File: src/rtl/uart_tx_fifo_param.sv
// rtl/uart_tx_fifo_param.sv - UART transmitter with parameterised transmit FIFO; parity support enabled by macro UART_TX_PARITY_EN
module uart_tx_fifo_param #(
  parameter int DATA_W     = 8,
  parameter int FIFO_DEPTH = 16,
  parameter int BAUD_W     = 32
) (
  input  logic                          i_clk,
  input  logic                          i_rst,
  input  logic                          i_tx_valid,
  input  logic [DATA_W-1:0]             i_tx_data,
  output logic                          o_tx_ready,
  input  logic [BAUD_W-1:0]             i_baud_cnt_num,
  input  logic [1:0]                    i_parity_mode,
  input  logic                          i_stop_2,
  output logic                          o_tx,
  output logic                          o_busy,
  output logic [$clog2(FIFO_DEPTH):0]   o_fifo_level
);

  localparam int AW    = $clog2(FIFO_DEPTH);
  localparam int LVL_W = AW + 1;
  localparam int IDX_W = $clog2(DATA_W);

`ifdef UART_TX_PARITY_EN
  typedef enum logic [2:0] {S_IDLE, S_START, S_DATA, S_PARITY, S_STOP} state_t;
`else
  typedef enum logic [2:0] {S_IDLE, S_START, S_DATA, S_STOP} state_t;
`endif

  // Transmit FIFO storage and bookkeeping
  logic [DATA_W-1:0] mem [FIFO_DEPTH];
  logic [AW-1:0]     wr_ptr;
  logic [AW-1:0]     rd_ptr;
  logic [DATA_W-1:0] head;
  logic              push;
  logic              pop;
  logic              fifo_empty;

  // Frame engine state
  state_t            state;
  logic [BAUD_W-1:0] baud_cnt;
  logic [BAUD_W-1:0] bit_len;
  logic [BAUD_W-1:0] baud_eff;
  logic [IDX_W-1:0]  bit_idx;
  logic [DATA_W-1:0] shreg;
  logic              stop2_q;
  logic              bit_done;
  logic              last_stop;
  logic              frame_end;

  // Ready comes only from the registered level, so a pop in the same cycle never frees a slot early
  assign fifo_empty = (o_fifo_level == '0);
  assign o_tx_ready = (o_fifo_level != LVL_W'(FIFO_DEPTH));
  assign push       = i_tx_valid & o_tx_ready;
  assign head       = mem[rd_ptr];

  // Divisors below 2 would give a degenerate bit period, so they are clamped to 2
  assign baud_eff  = (i_baud_cnt_num < BAUD_W'(2)) ? BAUD_W'(2) : i_baud_cnt_num;
  assign bit_done  = (baud_cnt == bit_len - BAUD_W'(1));
  assign last_stop = (bit_idx == IDX_W'(stop2_q));
  assign frame_end = (state == S_STOP) && bit_done && last_stop;

  // A word leaves the FIFO exactly when a new frame starts: from idle, or straight out of the last stop bit
  assign pop = !fifo_empty && ((state == S_IDLE) || frame_end);

`ifdef UART_TX_PARITY_EN
  logic par_en_q;
  logic par_bit_q;
  logic par_en_nxt;
  logic par_bit_nxt;

  // Modes 01 (odd) and 10 (even) insert a parity bit; 00 and 11 send none
  assign par_en_nxt  = (i_parity_mode == 2'b01) || (i_parity_mode == 2'b10);
  assign par_bit_nxt = (^head) ^ (i_parity_mode == 2'b01);
`else
  logic unused_parity_mode;
  assign unused_parity_mode = ^i_parity_mode;
`endif

  // FIFO storage write; contents need no reset because the pointers define validity
  always_ff @(posedge i_clk) begin
    if (push && !i_rst) begin
      mem[wr_ptr] <= i_tx_data;
    end
  end

  // FIFO pointers wrap naturally at the power-of-two depth; level tracks push minus pop
  always_ff @(posedge i_clk) begin
    if (i_rst) begin
      wr_ptr       <= '0;
      rd_ptr       <= '0;
      o_fifo_level <= '0;
    end else begin
      if (push) begin
        wr_ptr <= wr_ptr + AW'(1);
      end
      if (pop) begin
        rd_ptr <= rd_ptr + AW'(1);
      end
      case ({push, pop})
        2'b10:   o_fifo_level <= o_fifo_level + LVL_W'(1);
        2'b01:   o_fifo_level <= o_fifo_level - LVL_W'(1);
        default: o_fifo_level <= o_fifo_level;
      endcase
    end
  end

  // Frame FSM: latches divisor and framing options at frame start and drives a registered serial line
  always_ff @(posedge i_clk) begin
    if (i_rst) begin
      state    <= S_IDLE;
      o_tx     <= 1'b1;
      o_busy   <= 1'b0;
      baud_cnt <= '0;
      bit_len  <= BAUD_W'(2);
      bit_idx  <= '0;
      shreg    <= '0;
      stop2_q  <= 1'b0;
`ifdef UART_TX_PARITY_EN
      par_en_q  <= 1'b0;
      par_bit_q <= 1'b0;
`endif
    end else if (pop) begin
      state    <= S_START;
      o_tx     <= 1'b0;
      o_busy   <= 1'b1;
      baud_cnt <= '0;
      bit_idx  <= '0;
      bit_len  <= baud_eff;
      shreg    <= head;
      stop2_q  <= i_stop_2;
`ifdef UART_TX_PARITY_EN
      par_en_q  <= par_en_nxt;
      par_bit_q <= par_bit_nxt;
`endif
    end else begin
      case (state)
        S_IDLE: begin
          o_tx   <= 1'b1;
          o_busy <= 1'b0;
        end
        S_START: begin
          if (bit_done) begin
            state    <= S_DATA;
            o_tx     <= shreg[0];
            baud_cnt <= '0;
          end else begin
            baud_cnt <= baud_cnt + BAUD_W'(1);
          end
        end
        S_DATA: begin
          if (bit_done) begin
            baud_cnt <= '0;
            if (bit_idx == IDX_W'(DATA_W - 1)) begin
              bit_idx <= '0;
`ifdef UART_TX_PARITY_EN
              if (par_en_q) begin
                state <= S_PARITY;
                o_tx  <= par_bit_q;
              end else begin
                state <= S_STOP;
                o_tx  <= 1'b1;
              end
`else
              state <= S_STOP;
              o_tx  <= 1'b1;
`endif
            end else begin
              bit_idx <= bit_idx + IDX_W'(1);
              shreg   <= shreg >> 1;
              o_tx    <= shreg[1];
            end
          end else begin
            baud_cnt <= baud_cnt + BAUD_W'(1);
          end
        end
`ifdef UART_TX_PARITY_EN
        S_PARITY: begin
          if (bit_done) begin
            state    <= S_STOP;
            o_tx     <= 1'b1;
            baud_cnt <= '0;
          end else begin
            baud_cnt <= baud_cnt + BAUD_W'(1);
          end
        end
`endif
        S_STOP: begin
          if (bit_done) begin
            baud_cnt <= '0;
            if (last_stop) begin
              state  <= S_IDLE;
              o_busy <= 1'b0;
              o_tx   <= 1'b1;
            end else begin
              bit_idx <= bit_idx + IDX_W'(1);
            end
          end else begin
            baud_cnt <= baud_cnt + BAUD_W'(1);
          end
        end
        default: begin
          state  <= S_IDLE;
          o_tx   <= 1'b1;
          o_busy <= 1'b0;
        end
      endcase
    end
  end

endmodule

File: config.mk
export PLATFORM = sky130hd
export DESIGN_NAME = uart_tx_fifo_param
export DESIGN_NICKNAME = d
export VERILOG_FILES = /design/src/rtl/uart_tx_fifo_param.sv
export SDC_FILE = /design/constraint.sdc
export NUM_CORES = 1
export LEC_CHECK = 0
export BUFFER_PORTS_ARGS = -buffer_cell sky130_fd_sc_hd__buf_2
export CELL_PAD_IN_SITES_DETAIL_PLACEMENT = 0
export CELL_PAD_IN_SITES_GLOBAL_PLACEMENT = 1
export CORE_MARGIN = 1.5
export CORE_UTILIZATION = 45
export CTS_CLUSTER_DIAMETER = 100
export DETAILED_ROUTE_END_ITERATION = 16
export GPL_TIMING_DRIVEN = 0
export PLACE_DENSITY = 0.78
export RECOVER_POWER = 50
export SKIP_LAST_GASP = 1
export SLEW_MARGIN = 20
export SYNTH_ARGS = -nofsm -noshare
export SYNTH_HDL_FRONTEND = slang
export SYNTH_SLANG_ARGS = --single-unit
File: constraint.sdc
create_clock -name i_clk -period 7.65 [get_ports i_clk]
set_clock_uncertainty 0.05 [all_clocks]
set_input_delay 1.1475 -clock i_clk [delete_from_list [all_inputs] [get_ports i_clk]]
set_output_delay 1.1475 -clock i_clk [all_outputs]
set_load 0.005 [all_outputs]
==> Word-level counts from Yosys, hierarchy flattened <==
Memories as Yosys holds them, arrays and structs flattened. A register that Yosys moved wholly into a read port is not among the register bits.
Index checks and enable logic that the tools add are counted.
{ "totals": {"reg_bits": 94, "latch_bits": 0, "mem_bits_rw": 128, "romBits": 0, "in_bits": 46, "out_inout_bits": 8, "n_memories": 1} }
{ "op_classes": {"n_addsub": 7, "mul": 0, "div": 0, "order_cmp": 1, "n_eq_ne": 23, "n_shift": 0, "n_mux": 34, "bitwise_logic": 2, "reduce_logical": 22} }
{ "memory_table": {"columns": ["memory", "depth", "width", "rd", "rd_ports_with_merged_regs", "wr", "line", "source"], "rows": [
  ["mem", 16, 8, 1, 1, 1, "31", "logic [DATA_W-1:0] mem [FIFO_DEPTH];"]
]} }
{ "op_table": {"columns": ["op", "n"], "rows": [
  ["$mux 32", 2],
  ["$add 32x1->32 const B", 1],
  ["$eq 32x32->1", 1],
  ["$lt 32x2->1 const B", 1],
  ["$mux 8", 4],
  ["$sub 32x1->32 const B", 1],
  ["$mux 3", 9],
  ["$ne 2x2->1 const B", 8],
  ["$ne 3x3->1 const B", 5],
  ["$mux 1", 12],
  ["$pmux 3 s4", 1],
  ["$reduce_and 6->1", 2],
  ["$pmux 5 s2", 1],
  ["$add 4x1->4 const B", 2],
  ["$mux 4", 2],
  ["$reduce_and 4->1", 2],
  ["$reduce_bool 2->1", 4],
  ["$eq 3x2->1 const B", 2],
  ["$pmux 3 s2", 1],
  ["$reduce_and 3->1", 2],
  ["$add 5x1->5 const B", 1],
  ["$logic_not 5->1", 1],
  ["$ne 5x5->1 const B", 1],
  ["$sub 5x1->5 const B", 1],
  ["other kinds (17)", 22]
]} }

==> Longest topological paths before layout <==
Gate-level depths: netlist of the first run.
{ "depth": {"depth_word": 8, "depth_mapped": 21} }

==> Worst setup path after synthesis of the first run <==
OpenSTA, ideal clock, no wires.
{ "synth_path": {"kind": "flip-flop to flip-flop", "from": "register bit_len[15]", "to": "register o_fifo_level[4]", "t_arrival_ps": 4627, "t_required_ps": 7529, "slack_ps": 2902, "stages_incl_launch_ff": 20, "path_buffers": 1, "synth_period_minus_slack_ps": 4748, "path_cell_list": "dfxtp_1 > or4_1 > or4b_4 > nor3_2 > nand2_1 > xnor2_1 > a2111oi_2 > and4b_1 > buf_4 > nor2_2 > inv_1 > ha_1 > inv_1 > fa_1 > inv_1 > a21o_1 > a21oi_1 > xnor2_1 > or3_1 > a21oi_1"} }
{ "synth_via": {"elab_chain_cells": 8, "word_cells_on_any_way": 10, "classes_between": "1 x add/sub; 3 x eq/ne; 1 x mux; 5 x reduce/logical"} }
{ "synth_rtl": {"columns": ["element", "line", "source"], "rows": [
  ["start, declared", "42", "logic [BAUD_W-1:0] bit_len;"],
  ["start signal, assigned", "129", "bit_len <= baud_eff;"],
  ["$sub 32x1->32 (*)", "59", "assign bit_done = (baud_cnt == bit_len - BAUD_W'(1));"],
  ["$eq 32x32->1 (*)", "59", null],
  ["$logic_and 1x1->1 (*) (2 in series)", "61", "assign frame_end = (state == S_STOP) && bit_done && last_stop;"],
  ["$logic_or 1x1->1 (*)", "64", "assign pop = !fifo_empty && ((state == S_IDLE) || frame_end);"],
  ["$logic_and 1x1->1 (*)", "64", null],
  ["named net pop", "36", "logic pop;"],
  ["$eq 2x1->1 or $eq 2x2->1 (tied branches)", "100", "case ({push, pop})"],
  ["$pmux 5 s2 or $reduce_bool 2->1 (tied branches)", null, null],
  ["end signal, assigned", "101", "2'b10: o_fifo_level <= o_fifo_level + LVL_W'(1);"],
  ["end signal, assigned", "102", "2'b01: o_fifo_level <= o_fifo_level - LVL_W'(1);"],
  ["end signal, assigned", "103", "default: o_fifo_level <= o_fifo_level;"],
  ["end, declared", "17", "output logic [$clog2(FIFO_DEPTH):0] o_fifo_level"]
]} }
Mark *: on every way through the listed nets, which the timed path passes. The rest lies on a longest branch.
A chain may end at the register's enable or synchronous reset.

==> Worst setup path after layout of the first run <==
{ "layout_path": {"from": "register bit_len[2]", "to": "register o_fifo_level[4]"} }
Same word-level chain as after synthesis.

==> results of run 1 <==
==> cell usage after synthesis, types with 3 or more instances <==
master / number
a211oi_1: 12
a21boi_0: 4
a21o_1: 3
a21oi_1: 27
a22o_1: 28
a31oi_1: 5
and2_1: 4
and3_1: 7
and4_1: 4
buf_1: 6
buf_2: 5
buf_6: 4
clkbuf_1: 21
dfxtp_1: 97
edfxtp_1: 128
ha_1: 17
inv_1: 15
mux2i_1: 14
mux4_2: 40
nand2_1: 39
nand2b_1: 7
nand3_1: 26
nand4_1: 18
nand4b_1: 4
nor2_1: 89
nor2b_1: 6
nor3_1: 19
nor4_1: 15
o211ai_1: 4
o21ai_0: 15
or3_1: 5
or4_1: 3
xnor2_1: 41
xor2_1: 43
==> kinds of logic (layout without fill, tap and decap cells) <==
kind of cell / Yosys count / in the layout / synth area share (%)
AO/OA/AOI/OAI: 114 / 114 / 7.92
multiplexers: 56 / 56 / 10.4
XOR/XNOR: 84 / 84 / 7.20
buffers and inverters: 52 / 146 / 2.30
AND/OR/NAND/NOR: 262 / 262 / 13.3
flip-flops: 225 / 225 / 56.6
adder cells (fa/ha/maj): 18 / 18 / 2.28
==> worst max-delay path, cell delays in order, from the launching register on <==
cell and delay, ns:
dfxtp_1 0.29, clkbuf_1 0.16, nor4_2 0.80, nand4_1 0.50
xnor2_1 0.32, a2111oi_0 0.50, nand4_1 0.27, nor4_4 0.44
and4b_1 0.26, buf_4 0.19, nor2_2 0.12, inv_1 0.13
ha_1 0.24, inv_1 0.11, fa_1 0.41, inv_1 0.07
a21o_1 0.10, a21oi_1 0.07, xnor2_1 0.13, or3_1 0.30
a21oi_1 0.15
==> cell type report <==
type | count | area (sq um) | area share [%]
Sequential cell | 225 | 5790 | 50.1
Multi-Input combinational cell | 534 | 4210 | 36.5
Clock buffer | 28 | 616 | 5.33
Tap cell | 280 | 350 | 3.03
Timing Repair Buffer | 51 | 239 | 2.07
Buffer | 37 | 179 | 1.55
Clock inverter | 15 | 116 | 1.01
Inverter | 15 | 56.3 | 0.487
==> placed cells by master, fill, tap and decap left out, drive strengths merged, types with 3 or more instances in the layout <==
cell type and n:
buf 53, mux2i 14, xor2 43, a211oi 12, a21oi 28, clkbuf 63, a22o 28, nand3 26
edfxtp 128, a21boi 4, nand2b 7, mux4 40, inv 15, clkinv 12, nor4 17, or3 5
nand4b 4, o211ai 4, o21ai 16, and3 7, a31oi 5, nor3 21, or4 3, nand4 19
dfxtp 97, nor2b 6, nand2 39, nor2 91, a21o 3, and4 4, xnor2 41, ha 17
and2 4
==> sequential cells by signal, indices dropped and copies added, names as in the netlist, named ones only <==
name / cells
baud_cnt: 32
bit_idx: 3
bit_len: 32
mem: 128
o_busy: 1
o_fifo_level: 5
o_tx: 1
rd_ptr: 4
shreg: 8
state: 2
stop2_q: 1
wr_ptr: 4
==> where the power goes <==
part / leakage (nW) / internal (mW) / total, mW / switching (mW)
clock network: 0.353 / 0.611 / 1.08 / 0.474
registers: 1.94 / 1.42 / 1.56 / 0.145
logic: 1.74 / 0.631 / 1.49 / 0.861
==> layer usage <==
layer	wire (um)	vias up	global-route usage [%]	part of all wire [%]
met5	0	-	0	0
met4	530	0	5.41	2.3
met3	1220	38	3.35	5.2
met2	10600	169	32.3	45
met1	11100	3278	28.5	47
li1	-	3204	-	-
==> through the flow <==
step	power (mW)	cell area, sq um	hold WS [ns]
finish	4.14	11600	0.455
global route	4.38	11600	0.483
CTS	4.15	11600	0.455
detailed placement	3.07	10800	0.450
global placement	3.05	10800	0.439
floorplan	2.66	10200	0.405
==> worst paths after layout <==
kind,startpoint,depth (start not counted),endpoint
min reg2reg,state[0],2,state[0]
min,state[0],2,state[0]
max,bit_len[2],20,o_fifo_level[4]
max reg2reg,bit_len[2],20,o_fifo_level[4]
==> summary.md, run 1 <==
| Metric | Value |
|---|---|
| Async SR Flop Fraction | `0%` |
| Die height | `154 um` |
| Initial Util | `46.4%` |
| Worst-path maximum fanout | `10` |
| DRT antenna net count | `0` |
| Rows | `54` |
| Synth top area share | `37.6%` |
| Setup violators final | `0` |
| Post-DR vias/cell | `5.64` |
| Leakage | `4.03 nW` |
| Synth top area cells | `edfxtp_1 38%, dfxtp_1 19%, mux4_2 8.8%` |
| First-pass GRT wire length | `37.2 mm` |
| Routed wire length per instance | `19.8 um` |
| RSZ-0062 raised after global routing | `false` |
| Crit path kind | `reg -> reg` |
| Hold/Removal Path Class | `reg -> reg` |
| Mapped Cells | `811` |
| Clk sinks | `225` |
| Synthesized net count | `875` |
| Slew Limit Fails | `0` |
| Vias in the first global route | `6,712` |
| CTS max path bufs | `3` |
| Number of synthesized flops with an enable pin | `128` |
| Drt pass-1 iters | `5` |
| Area of the die | `23,600 sq um` |
| Hpwl dp | `16.3 mm` |
| Cell taking the most area after synthesis | `edfxtp_1` |
| Grt ovf | `0` |
| Status | `completed` |
| Core Area | `22,000 sq um` |
| Post-CTS resize count | `0` |
| DRC | `0` |
| Number of top-level pins | `54` |
| Via count | `6,689` |
| Drt total wl | `23.4 mm` |
| Syn-to-layout area delta | `13.0%` |
| Critical Path AT | `6.10 ns` |
| Startpoint types | `flop` |
| Count of state elements after synthesis | `225` |
| Nets | `952` |
| Clock root buffer master | `clkbuf_16` |
| Worst slew pin tran | `1.37 ns` |
| Final period utilization | `74.5%` |
| Final non-filler cell total | `1,185` |
| Post-CTS setup buffers | `0` |
| Slew HR | `7.98%` |
| Final core occ | `52.5%` |
| Cell Area, Synth | `10,200 sq um` |
| Die Width | `154 um` |
| Total of max-cap violations | `0` |
| Clock transition at the registers of the reported paths | `0.06 ns` |
| Yosys warning total | `0` |
| Placed cells | `1,142` |
| PD cells | `358 nW/um^2` |
| Total negative slack | `0 ns` |
| CTS Hold Bufs | `0` |
| GPL Wtd Cong | `0.842` |
| # port buffers | `51` |
| Fillers | `1,896` |
| Worst slack, placed | `2.03 ns` |
| Antenna diode count | `0` |
| Clock latency on the worst-skew pair | `0.53 ns` |
| Drt first-iter violations | `475` |
| GRT Total Usage | `20.2%` |
| Fin. Hold Viols | `0` |
| CTS Buf Count | `24` |
| Post-Syn Area per Cell | `12.6 sq um` |
| Min Tclk post-route | `5.70 ns` |
| Crit. End Element | `flop` |
| Largest net degree at the start of global routing | `17` |
| Layout cells sized above 1 | `15.1%` |
| Fmax achieved | `0.176 GHz` |
| Fin worst setup slack | `1.95 ns` |
| Distinct cell type count after synthesis | `66` |
| Initial antenna violation count | `1` |
| CTS H-tree lvls | `1` |
| Part of the Yosys area used for sequential elements | `56.6%` |
| Crit path required time | `8.05 ns` |
| R2R setup slack | `1.95 ns` |
| Peak supply drop | `0.169 mV` |
| Main synth FF type | `edfxtp_1` |
| CTS tree | `yes` |
Note: power is estimated with default switching activity, not from simulation.
==> run 2, diff against run 1 <==
--- a/config.mk
+++ b/config.mk
@@ -13,7 +13,7 @@
 export CTS_CLUSTER_DIAMETER = 100
 export DETAILED_ROUTE_END_ITERATION = 16
 export GPL_TIMING_DRIVEN = 0
-export PLACE_DENSITY = 0.78
+export PLACE_DENSITY = 0.81
 export RECOVER_POWER = 50
 export SKIP_LAST_GASP = 1
 export SLEW_MARGIN = 20
==> constraint.sdc (replaced) <==
create_clock -name i_clk -period 4.8 [get_ports i_clk]
set_clock_uncertainty 0.05 [all_clocks]
set_input_delay 0.72 -clock i_clk [delete_from_list [all_inputs] [get_ports i_clk]]
set_output_delay 0.72 -clock i_clk [all_outputs]
set_load 0.005 [all_outputs]
==> summary.md, run 2 (same netlist as run 1, synthesis figures left out) <==
| Metric | Value |
|---|---|
| CP max-delay cell | `or4_4 (was nor4_2)` |
| Critical Path Max Stage Delay | `0.58 ns (was 0.80 ns)` |
| Setup violators final | `0 (unchanged)` |
| Placed cells | `1,146 (was 1,142)` |
| Crit path max-delay family | `simple AND/OR/NAND/NOR gates (unchanged)` |
| Buffers and inverters on the worst path | `4 (was 5)` |
| Startpoint types | `flop (unchanged)` |
| Routed wire length per instance | `19.7 um (was 19.8 um)` |
| R2R setup slack | `0.23 ns (was 1.95 ns)` |
| Die height | `154 um (unchanged)` |
| Layout cells sized above 1 | `19.9% (was 15.1%)` |
| Worst-path maximum fanout | `10 (unchanged)` |
| Clock latency on the worst-skew pair | `0.53 ns (about the same)` |
| Syn-to-layout area delta | `17.4% (was 13.0%)` |
| Worst path cell trace | `or4_4, or4b_4, nor2_4, xnor2_1, a311o_1, nor4_4, and4b_1, buf_6, nor2_4, inv_2, ha_4, inv_1, fa_2, inv_1, a21o_1, a21oi_1, xnor2_1, or3_1, a21oi_2 (was clkbuf_1, nor4_2, nand4_1, xnor2_1, a2111oi_0, nand4_1, nor4_4, and4b_1, buf_4, nor2_2, inv_1, ha_1, inv_1, fa_1, inv_1, a21o_1, a21oi_1, xnor2_1, or3_1, a21oi_1)` |
| Clock root buffer master | `clkbuf_16 (unchanged)` |
| Hpwl dp | `16.3 mm (about the same)` |
| R2R cell count | `19 (was 20)` |
| Most flops, register | `mem (unchanged)` |
| CTS Buf Count | `25 (was 24)` |
| Fillers | `1,865 (was 1,896)` |
| Final non-filler cell total | `1,214 (was 1,185)` |
| GPL Wtd Cong | `0.858 (was 0.842)` |
| Critical Path AT | `4.99 ns (was 6.10 ns)` |
| CTS max path bufs | `3 (unchanged)` |
| Crit path required time | `5.22 ns (was 8.05 ns)` |
| Cell area after layout | `12,000 sq um (was 11,600 sq um)` |
| Leakage | `4.22 nW (was 4.03 nW)` |
| Worst slack, placed | `-0.809 ns (was 2.03 ns)` |
| CTS H-tree lvls | `1 (unchanged)` |
| Hold/Removal Path Class | `in -> reg (was reg -> reg)` |
| Peak supply drop | `0.411 mV (was 0.169 mV)` |
| Vias in the first global route | `6,636 (was 6,712)` |
| Area of the die | `23,600 sq um (unchanged)` |
| Rows | `54 (unchanged)` |
| Total of max-cap violations | `0 (unchanged)` |
| First-pass GRT wire length | `38.1 mm (was 37.2 mm)` |
| Drt pass-1 iters | `5 (unchanged)` |
| Worst slew pin tran | `1.08 ns (was 1.37 ns)` |
| Initial antenna violation count | `0 (was 1)` |
| Worst reg2reg endpoint | `o_fifo_level[4] (unchanged)` |
| Grt ovf | `0 (unchanged)` |
| Core Area | `22,000 sq um (unchanged)` |
| Nets | `979 (was 952)` |
| CTS tree | `yes (unchanged)` |
| Fin. Hold Viols | `0 (unchanged)` |
| Fmax achieved | `0.219 GHz (was 0.176 GHz)` |
| Clk sinks | `225 (unchanged)` |
| Crit path kind | `reg -> reg (unchanged)` |
| Die Width | `154 um (unchanged)` |
| Fin worst setup slack | `0.226 ns (was 1.95 ns)` |
| Placed Area | `10,900 sq um (was 10,800 sq um)` |
| Slew Limit Fails | `0 (unchanged)` |
| Slew HR | `27.7% (was 7.98%)` |
| Min Tclk post-route | `4.57 ns (was 5.70 ns)` |
| # port buffers | `51 (unchanged)` |
| Final period utilization | `95.3% (was 74.5%)` |
| Setup crit end | `o_fifo_level[4] (unchanged)` |
| PD cells | `598 nW/um^2 (was 358 nW/um^2)` |
| Number of flip-flops in the largest register | `128 (unchanged)` |
| GRT Total Usage | `20.7% (was 20.2%)` |
| Number of top-level pins | `54 (unchanged)` |
| Reg-to-Reg Start | `bit_len[15] (was bit_len[2])` |
| Initial Util | `46.4% (unchanged)` |
| Largest net degree at the start of global routing | `17 (unchanged)` |
| Post-DR vias/cell | `5.67 (was 5.64)` |
| Drt total wl | `23.9 mm (was 23.4 mm)` |
| Clock transition at the registers of the reported paths | `0.06 ns (about the same)` |
| Critical path origin | `bit_len[15] (was bit_len[2])` |
| DRC | `0 (unchanged)` |
| Antenna diode count | `0 (unchanged)` |
| Crit. End Element | `flop (unchanged)` |
| Total negative slack | `0 ns (unchanged)` |
| Final core occ | `54.5% (was 52.5%)` |
| Most frequent cells in the layout | `128 x edfxtp_1, 93 x dfxtp_1, 89 x nor2_1 (was 128 x edfxtp_1, 97 x dfxtp_1, 89 x nor2_1)` |
| DRT antenna net count | `0 (unchanged)` |
| Status | `completed (unchanged)` |
| Via count | `6,887 (was 6,689)` |
| Most common cell after layout, fill and taps aside | `edfxtp_1 (unchanged)` |
| Drt first-iter violations | `589 (was 475)` |
| Largest regs | `mem x128, baud_cnt x32, bit_len x32 (unchanged)` |
| Cell depth of the worst setup path | `19 (was 20)` |
run 2: layout make-up:
type / instances / area (sq um) / share of cell area, %
Buffer: 36 / 179 / 1.49
Clock buffer: 32 / 702 / 5.85
Clock inverter: 14 / 169 / 1.41
Inverter: 15 / 56.3 / 0.469
Multi-Input combinational cell: 534 / 4320 / 36.0
Sequential cell: 225 / 5790 / 48.3
Tap cell: 280 / 350 / 2.92
Timing Repair Buffer: 78 / 428 / 3.57
run 2: per-stage QoR:
step	power (mW)	hold slack, ns
floorplan	4.24	0.405
global placement	4.85	0.441
detailed placement	4.87	0.450
CTS	7.13	0.335
global route	7.56	0.368
finish	7.18	0.348
run 2: worst min path at each step:
stage / cells after the start / to / from / slack (ns)
6_report: 2 / bit_len[0] / i_baud_cnt_num[0] / 0.35
5_1_grt: 2 / bit_len[15] / i_baud_cnt_num[15] / 0.37
4_1_cts: 2 / bit_len[0] / i_baud_cnt_num[0] / 0.34
3_5_place_dp: 2 / bit_idx[0] / bit_idx[0] / 0.45
3_3_place_gp: 2 / bit_idx[0] / bit_idx[0] / 0.44
2_1_floorplan: 2 / stop2_q / stop2_q / 0.41
run 2: worst reg2reg max path: cells and delay by family (launching register included):
| kind | cells | cell delay (ns) |
|---|---|---|
| simple gates | 7 | 2.34 |
| compound gates | 4 | 0.68 |
| fa+ha+maj | 2 | 0.50 |
| buf+inv | 4 | 0.37 |
| flops | 1 | 0.36 |
| xor+xnor | 2 | 0.21 |
run 2: metal layers:
metal	global-route usage, %	share of wire, %	wire, um
met3	3.04	6.0	1440
met2	31.7	45	10700
met1	30.5	46	11100
met4	6.24	2.7	634
met5	0	0	0
run 2: what timing repair did:
| item | 4_1_cts | 5_1_grt |
|---|---|---|
| hold buffers | 0 | 0 |
| resized for setup | 19 | 9 |
| endpoints found under the setup margin | 5 | 2 |
| setup buffers | 14 | 9 |
| pin swaps | 4 | 10 |
run 2: power breakdown:
| group | leakage, nW | total [mW] | switching [mW] | internal (mW) |
|---|---|---|---|---|
| registers | 1.94 | 2.51 | 0.249 | 2.26 |
| logic | 1.87 | 2.68 | 1.45 | 1.23 |
| clock network | 0.412 | 1.99 | 0.787 | 1.20 |
